<file path="src/rtl/imem_arbiter.sv">
// rtl/imem_arbiter.sv - instruction memory arbiter between core fetch and loader with halt handshake
//
// Purpose: shares one synchronous single-port instruction memory between the
// core fetch port and a loader port. Fetch has priority, but a loader that has
// been refused STARVE_MAX times in a row is forced through. The loader can ask
// fetch to stop (halt_req). Once outstanding fetch responses are drained, it
// then owns the memory and halt_ack is asserted.
//
// Ports:
//   clk, rst_n                        clock, asynchronous active-low reset
//   f_req_*  / f_rsp_*                fetch request (valid/addr/ready) and response (valid/data/err)
//   l_req_*  / l_rsp_*                loader request (valid/we/addr/wdata/ready) and response
//   halt_req / halt_ack               loader stop request, registered acknowledge
//   mem_en/we/addr/wdata, mem_rdata   synchronous memory, read data one cycle after mem_en
module imem_arbiter #(
    parameter int ADDR_W     = 10,
    parameter int STARVE_MAX = 4
) (
    input  logic              clk,
    input  logic              rst_n,
    input  logic              f_req_valid,
    input  logic [31:0]       f_req_addr,
    output logic              f_req_ready,
    output logic              f_rsp_valid,
    output logic [31:0]       f_rsp_data,
    output logic              f_rsp_err,
    input  logic              l_req_valid,
    input  logic              l_req_we,
    input  logic [31:0]       l_req_addr,
    input  logic [31:0]       l_req_wdata,
    output logic              l_req_ready,
    output logic              l_rsp_valid,
    output logic [31:0]       l_rsp_data,
    output logic              l_rsp_err,
    input  logic              halt_req,
    output logic              halt_ack,
    output logic              mem_en,
    output logic              mem_we,
    output logic [ADDR_W-1:0] mem_addr,
    output logic [31:0]       mem_wdata,
    input  logic [31:0]       mem_rdata
);

    localparam logic [1:0] S_RUN    = 2'd0;
    localparam logic [1:0] S_DRAIN  = 2'd1;
    localparam logic [1:0] S_HALTED = 2'd2;

    localparam int              CNT_W   = $clog2(STARVE_MAX + 1);
    localparam logic [CNT_W-1:0] CNT_MAX = CNT_W'(STARVE_MAX);

    logic [1:0]       r_state;
    logic [1:0]       w_state_nxt;
    logic [CNT_W-1:0] r_starve;
    logic             r_halt_ack;

    logic r_f_rsp_valid, r_f_rsp_err, r_f_rd;
    logic r_l_rsp_valid, r_l_rsp_err, r_l_rd;

    logic w_f_legal, w_l_legal, w_starved;
    logic w_f_grant, w_l_grant;

    // Word aligned and no bit set above the memory's byte-address range.
    function automatic logic addr_legal(input logic [31:0] a);
        return (a[1:0] == 2'b00) && ((a >> (ADDR_W + 2)) == 32'd0);
    endfunction

    assign w_f_legal = addr_legal(f_req_addr);
    assign w_l_legal = addr_legal(l_req_addr);
    assign w_starved = (r_starve == CNT_MAX);

    // Fetch is blocked as soon as halt_req is seen, even before DRAIN is entered.
    // Gating with rst_n keeps every combinational output at 0 during reset.
    assign w_f_grant = rst_n && (r_state == S_RUN) && !halt_req && f_req_valid
                       && !(l_req_valid && w_starved);
    assign w_l_grant = rst_n && l_req_valid && !w_f_grant;

    assign f_req_ready = w_f_grant;
    assign l_req_ready = w_l_grant;

    assign mem_en    = (w_f_grant && w_f_legal) || (w_l_grant && w_l_legal);
    assign mem_we    = w_l_grant && w_l_legal && l_req_we;
    assign mem_addr  = w_f_grant ? f_req_addr[ADDR_W+1:2] :
                       w_l_grant ? l_req_addr[ADDR_W+1:2] : '0;
    assign mem_wdata = w_l_grant ? l_req_wdata : 32'd0;

    // Read data comes straight from the memory in the response cycle; errors
    // and write acknowledges return zero.
    assign f_rsp_valid = r_f_rsp_valid;
    assign f_rsp_err   = r_f_rsp_err;
    assign f_rsp_data  = r_f_rd ? mem_rdata : 32'd0;
    assign l_rsp_valid = r_l_rsp_valid;
    assign l_rsp_err   = r_l_rsp_err;
    assign l_rsp_data  = r_l_rd ? mem_rdata : 32'd0;
    assign halt_ack    = r_halt_ack;

    always_comb begin
        w_state_nxt = r_state;
        case (r_state)
            S_RUN:    if (halt_req) w_state_nxt = S_DRAIN;
            // A fetch response in flight this cycle must finish before the loader owns memory.
            S_DRAIN:  if (!halt_req)          w_state_nxt = S_RUN;
                      else if (!r_f_rsp_valid) w_state_nxt = S_HALTED;
            S_HALTED: if (!halt_req) w_state_nxt = S_RUN;
            default:  w_state_nxt = S_RUN;
        endcase
    end

    always_ff @(posedge clk or negedge rst_n) begin
        if (!rst_n) begin
            r_state       <= S_RUN;
            r_starve      <= '0;
            r_halt_ack    <= 1'b0;
            r_f_rsp_valid <= 1'b0;
            r_f_rsp_err   <= 1'b0;
            r_f_rd        <= 1'b0;
            r_l_rsp_valid <= 1'b0;
            r_l_rsp_err   <= 1'b0;
            r_l_rd        <= 1'b0;
        end else begin
            r_state    <= w_state_nxt;
            r_halt_ack <= (w_state_nxt == S_HALTED);

            if (r_state != S_RUN || w_l_grant)
                r_starve <= '0;
            else if (l_req_valid && !w_starved)
                r_starve <= r_starve + 1'b1;

            r_f_rsp_valid <= w_f_grant;
            r_f_rsp_err   <= w_f_grant && !w_f_legal;
            r_f_rd        <= w_f_grant && w_f_legal;
            r_l_rsp_valid <= w_l_grant;
            r_l_rsp_err   <= w_l_grant && !w_l_legal;
            r_l_rd        <= w_l_grant && w_l_legal && !l_req_we;
        end
    end

endmodule
</file>
<file path="config.mk">
export PLATFORM = sky130hd
export DESIGN_NAME = imem_arbiter
export DESIGN_NICKNAME = d
export VERILOG_FILES = /design/src/rtl/imem_arbiter.sv
export SDC_FILE = /design/constraint.sdc
export NUM_CORES = 1
export LEC_CHECK = 0
export BUFFER_PORTS_ARGS = -buffer_cell sky130_fd_sc_hd__buf_2
export CAP_MARGIN = 20
export CORE_AREA = 2 2 96 98
export CTS_CLUSTER_DIAMETER = 80
export DETAILED_ROUTE_END_ITERATION = 12
export DIE_AREA = 0 0 98 100
export GPL_ROUTABILITY_DRIVEN = 0
export SLEW_MARGIN = 20
export SYNTH_ARGS = -nofsm -noshare
export SYNTH_HDL_FRONTEND = slang
export SYNTH_SLANG_ARGS = --single-unit
</file>
<file path="constraint.sdc">
create_clock -name clk -period 4.01 [get_ports clk]
set_input_delay 1.203 -clock clk [delete_from_list [all_inputs] [get_ports clk]]
set_output_delay 1.203 -clock clk [all_outputs]
set_load 0.01 [all_outputs]
</file>
# --- Word level (Yosys, flattened, before mapping) ---
# Cells that the tools add are included.
word_totals:
  regBits: 12
  inputBits: 134
  out_inout_bits: 115
  word_cells: 58
op_classes:
  addsub: 1
  n_eq_ne: 4
  muxes: 12
  n_reduce_logical: 32
op_table:
  columns: ["op", "n"]
  rows:
  - ["two-way mux 32 bit", 3]
  - ["zero test 32 bit", 2]
  - ["two-way mux 10 bit", 2]
  - ["logical AND 1 bit", 16]
  - ["two-way mux 2 bit", 4]
  - ["zero test 1 bit", 7]
  - ["zero test 2 bit", 3]
  - ["two-way mux 3 bit", 2]
  - ["one-hot mux 2 bit (3 select lines)", 1]
  - ["equality test 2 bit (second input constant)", 2]
  - ["nonzero test 2 bit", 2]
  - ["adder 3 x 1 -> 3 bit (second input constant)", 1]
  - ["equality test 3 bit (second input constant)", 1]
  - ["equality test 2 x 1 -> 1 bit (second input constant)", 1]
  - ["logical OR 1 bit", 2]

# --- Logic depth before layout (Yosys ltp) ---
logic_depth:
  word_depth: 9
  ltp_mapped: 7
  ltp_nobuf: 5

# --- Least setup slack after synthesis ---
# OpenSTA, ideal clock, no wires.
synth_path:
  path_type: "input-to-output"
  start: "input l_req_addr[17]"
  end: "output mem_we"
  t_arrival_ns: 2.370
  required_ns: 2.807
  setup_slack_ns: 0.437
  path_stages: 3
  path_buffers: 0
  path_cell_list: "or4_4 a2111o_1 nor3_1"
synth_between:
  elab_chain_cells: 4
synth_rtl:
  columns: ["item", "line", "source"]
  rows:
  - ["start, declared", "29", "input logic [31:0] l_req_addr,"]
  - ["zero test 32 bit", "64", "return (a[1:0] == 2'b00) && ((a >> (ADDR_W + 2)) == 32'd0);"]
  - ["logical AND 1 bit", "64", null]
  - ["logical AND 1 bit (2 in series)", "81", "assign mem_we = w_l_grant && w_l_legal && l_req_we;"]
  - ["end, declared", "38", "output logic mem_we,"]
# Every way passes these cells.

# --- Worst setup path in the final report ---
layout_path:
  start: "input l_req_addr[17]"
  end: "output mem_en"
layout_between:
  elab_chain_cells: 4
layout_rtl:
  columns: ["item", "line", "source"]
  rows:
  - ["zero test 32 bit", "64", null]
  - ["logical AND 1 bit", "64", null]
  - ["logical AND 1 bit", "80", "assign mem_en = (w_f_grant && w_f_legal) || (w_l_grant && w_l_legal);"]
  - ["logical OR 1 bit", "80", null]
  - ["end, declared", "37", "output logic mem_en,"]
# Every way passes these cells.

==> impl_metrics.csv <==
group,metric,value,unit
critical_path,worstSetupPathType,"input port to output pin",
critical_path,r2r_end,"r_starve[2]$_DFFE_PN0P_",
sta,timing.final.crit_share,92.8,%
layout,seqCellArea,300,sq um
power_and_ir_drop,p_total,0.423,mW
sta,worst_pin_slew,0.711,ns
clocking,post_cts_buffers,0,
critical_path,crit_path_max_incr_delay,0.52,ns
sta,slew_violations,0,
detailed_routing,routed_wl,6470,microns
layout,layout-drive-gt1-share,61.6,%
floorplanning,die_w,98,microns
min_path,min_delay_path_depth,2,
clocking,cts.hold.buffers_added,0,
yosys,syn_nets,318,
yosys,synthSimpleGateAreaFrac,57.2,%
sta,hold_viol_final,0,
flow_run,max_cap_viol_count,0,
clocking,cts_buffers,3,
critical_path,critPathCaptureType,"output pin",
yosys,netlist.area_leader.share,42.3,%
global_route,overflow,0,
layout,syn_to_final_growth,98.8,%
yosys,yosysSeqAreaShare,21.1,%
power_and_ir_drop,powerDensity,150,nW/um^2
yosys,synth.mux.area_fraction,0,%
floorplanning,dieHeight,100,microns
placed_design,dp_hpwl,5820,microns
sta,fmax,269,MHz
power_and_ir_drop,p_leak,1.78,nW
sta,setup_violations,0,
critical_path,crit_required,2.81,ns
critical_path,critical_path_arrival,2.52,ns
floorplanning,io_pins,249,
power_and_ir_drop,peakVddDrop,0.000165,V
critical_path,rr_worst_depth,5,
critical_path,startpoint_type,"input port",
yosys,synth_edf_count,0,
yosys,synth_seq_cells,12,
yosys,synth_area_leader_cell,"and2_1",
floorplanning,die-area,9800,sq um
critical_path,ff2ff_setup_slack,2.35,ns
clocking,clkSlewWorstSetupHoldPaths,0.05,ns
layout,mostFrequentLayoutCells,"buf_2, and2_1, dfrtp_1, a22o_1, nor4_1",
yosys,avgSynthCellArea,7.80,sq um
critical_path,cp_max_fo,3,
clocking,cts_max_path_buffers,2,
min_path,min_to,"r_starve[1]$_DFFE_PN0P_",
yosys,synth_compound_area_share,13.9,%
layout,final_nets,563,
clocking,cts_root_buf,"clkbuf_8",
global_route,grt_start_max_net_pins,38,
sta,rsz0062_at_grt,"false",
yosys,yosysUniqueCellTypes,32,
detailed_routing,post_drt_via_cell_ratio,4.20,
clocking,ctsResizeCount,0,
floorplanning,core-area,8890,sq um
sta,maxSlewHeadroom,52.6,%
sta,setup_tns,0,ns
yosys,ys_warn_count,0,
detailed_routing,drc,0,
yosys,synth_fa_ha_area_share,1.76,%
critical_path,cp_num_buf_inv,2,
sta,period_needed,3.72,ns
yosys,synth_xor_area_share,0.617,%
detailed_routing,final_antenna_net_count,0,
floorplanning,num_rows,35,
clocking,clock_latency,0.24,ns
clocking,cts_max_level,1,
sta,fin_skew,0.00271,ns
run_status,outcome,"finished, final reports clean",
critical_path,crit_path_frequent_cell,"buf_2",
layout,final_common_cell,"buf_2",
placed_design,numPortBuffers,248,
floorplanning,start_util,16.0,%
detailed_routing,firstDrtPassIters,4,
min_path,hp-class,"register to register",
layout,antenna_cells,0,
critical_path,rr_startpoint,"r_starve[0]$_DFFE_PN0P_",
critical_path,crit_chain,"buf_2, or4_4, a2111o_1, o22ai_1, buf_2",
critical_path,cp_top_family,"simple AND/OR/NAND/NOR gates",
critical_path,cp_slowest_cell,"or4_4",
yosys,synth_top_family_by_area,"simple AND/OR/NAND/NOR gates",
global_route,grt_pass1_wl,9560,microns
detailed_routing,via_count,2253,
yosys,async_reset_ff_share,100,%
clocking,cts_num_sinks,12,
layout,fill_cells,967,
min_path,worstHoldStart,"r_starve[1]$_DFFE_PN0P_",
yosys,synth_flop_cell,"dfrtp_1",
global_route,grt_usage,11.9,%
detailed_routing,drtIter0Drc,30,
yosys,synth_area,1420,sq um
global_route,grt_pass1_vias,2053,
yosys,synth_cells,182,
clocking,cts_tree,"done",
detailed_routing,post_drt_wl_per_cell,12.1,microns
yosys,synthTopCellsByArea,"and2_1, dfrtp_1, a22o_1",
layout,multiInputGateArea,1040,sq um
global_route,antenna_found_initial,0,
power breakdown:
group	total (mW)	switching, mW	internal (mW)
clock network	0.109	0.0425	0.0661
registers	0.142	0.0109	0.131
logic	0.173	0.0773	0.0956
total	0.423	0.131	0.293
tightest hold or removal path, cell delays in order (launching register included):
cell	delay (ns)
dfrtp_1	0.39
nand2_1	0.08
a2111oi_2	0.06
layer usage:
layer	track usage [%]	share of wire (%)
met1	13.7	39
met2	22.4	50
met3	3.48	11
met4	1.18	0.36
met5	0	0
flip-flops by register name (all words and copies together) (netlist names):
signal / count
r_state: 2
r_l_rd: 1
halt_ack: 1
r_f_rd: 1
l_rsp_valid: 1
f_rsp_err: 1
l_rsp_err: 1
f_rsp_valid: 1
r_starve: 3
logic make-up (layout without fill, tap and decap cells):
family,count (synthesis),in the layout
and+or+nand+nor,129,129
DFF,12,12
AOI/OAI and AO/OA,22,22
adders and majority gates,2,2
buffers and inverters,16,259
xor gates and xnor gates,1,1
metrics by stage:
step	setup WS, ns	area (sq um)	std cells	util [%]	hold slack [ns]
after detailed placement	0.275	2780	533	31.3	0.574
after CTS	0.270	2820	536	31.8	0.581
after global routing	0.221	2820	536	31.8	0.630
after global placement	0.267	2780	533	31.3	0.561
final	0.287	2820	536	31.8	0.577
after floorplan	0.437	1420	182	-	0.542
worst max path at each step:
| stage | startpoint | endpoint | cells past startpoint |
|---|---|---|---|
| after floorplan | l_req_addr[17] | mem_we | 3 |
| after global placement | l_req_addr[17] | mem_we | 5 |
| after detailed placement | l_req_addr[17] | mem_en | 5 |
| after CTS | l_req_addr[17] | mem_en | 5 |
| after global routing | l_req_addr[17] | mem_en | 5 |
| final | l_req_addr[17] | mem_en | 5 |
Yosys cell counts (all sizes together), types with 2 or more instances:
cell / n
and2: 96
dfrtp: 12
a22o: 10
nor4: 10
clkbuf: 9
nand2: 5
inv: 4
buf: 3
nand4: 3
o21a: 3
a2111oi: 2
ha: 2
nor2: 2
nor2b: 2
nor3: 2
nor3b: 2
cell type report:
cell class	count	share of cell area, %
timing repair buffer	252	45.5
multi-input combinational	154	37.0
sequential	12	10.6
tap	111	4.92
clock buffer	3	1.46
inverter	4	0.532
(Power assumes the default switching activity.)
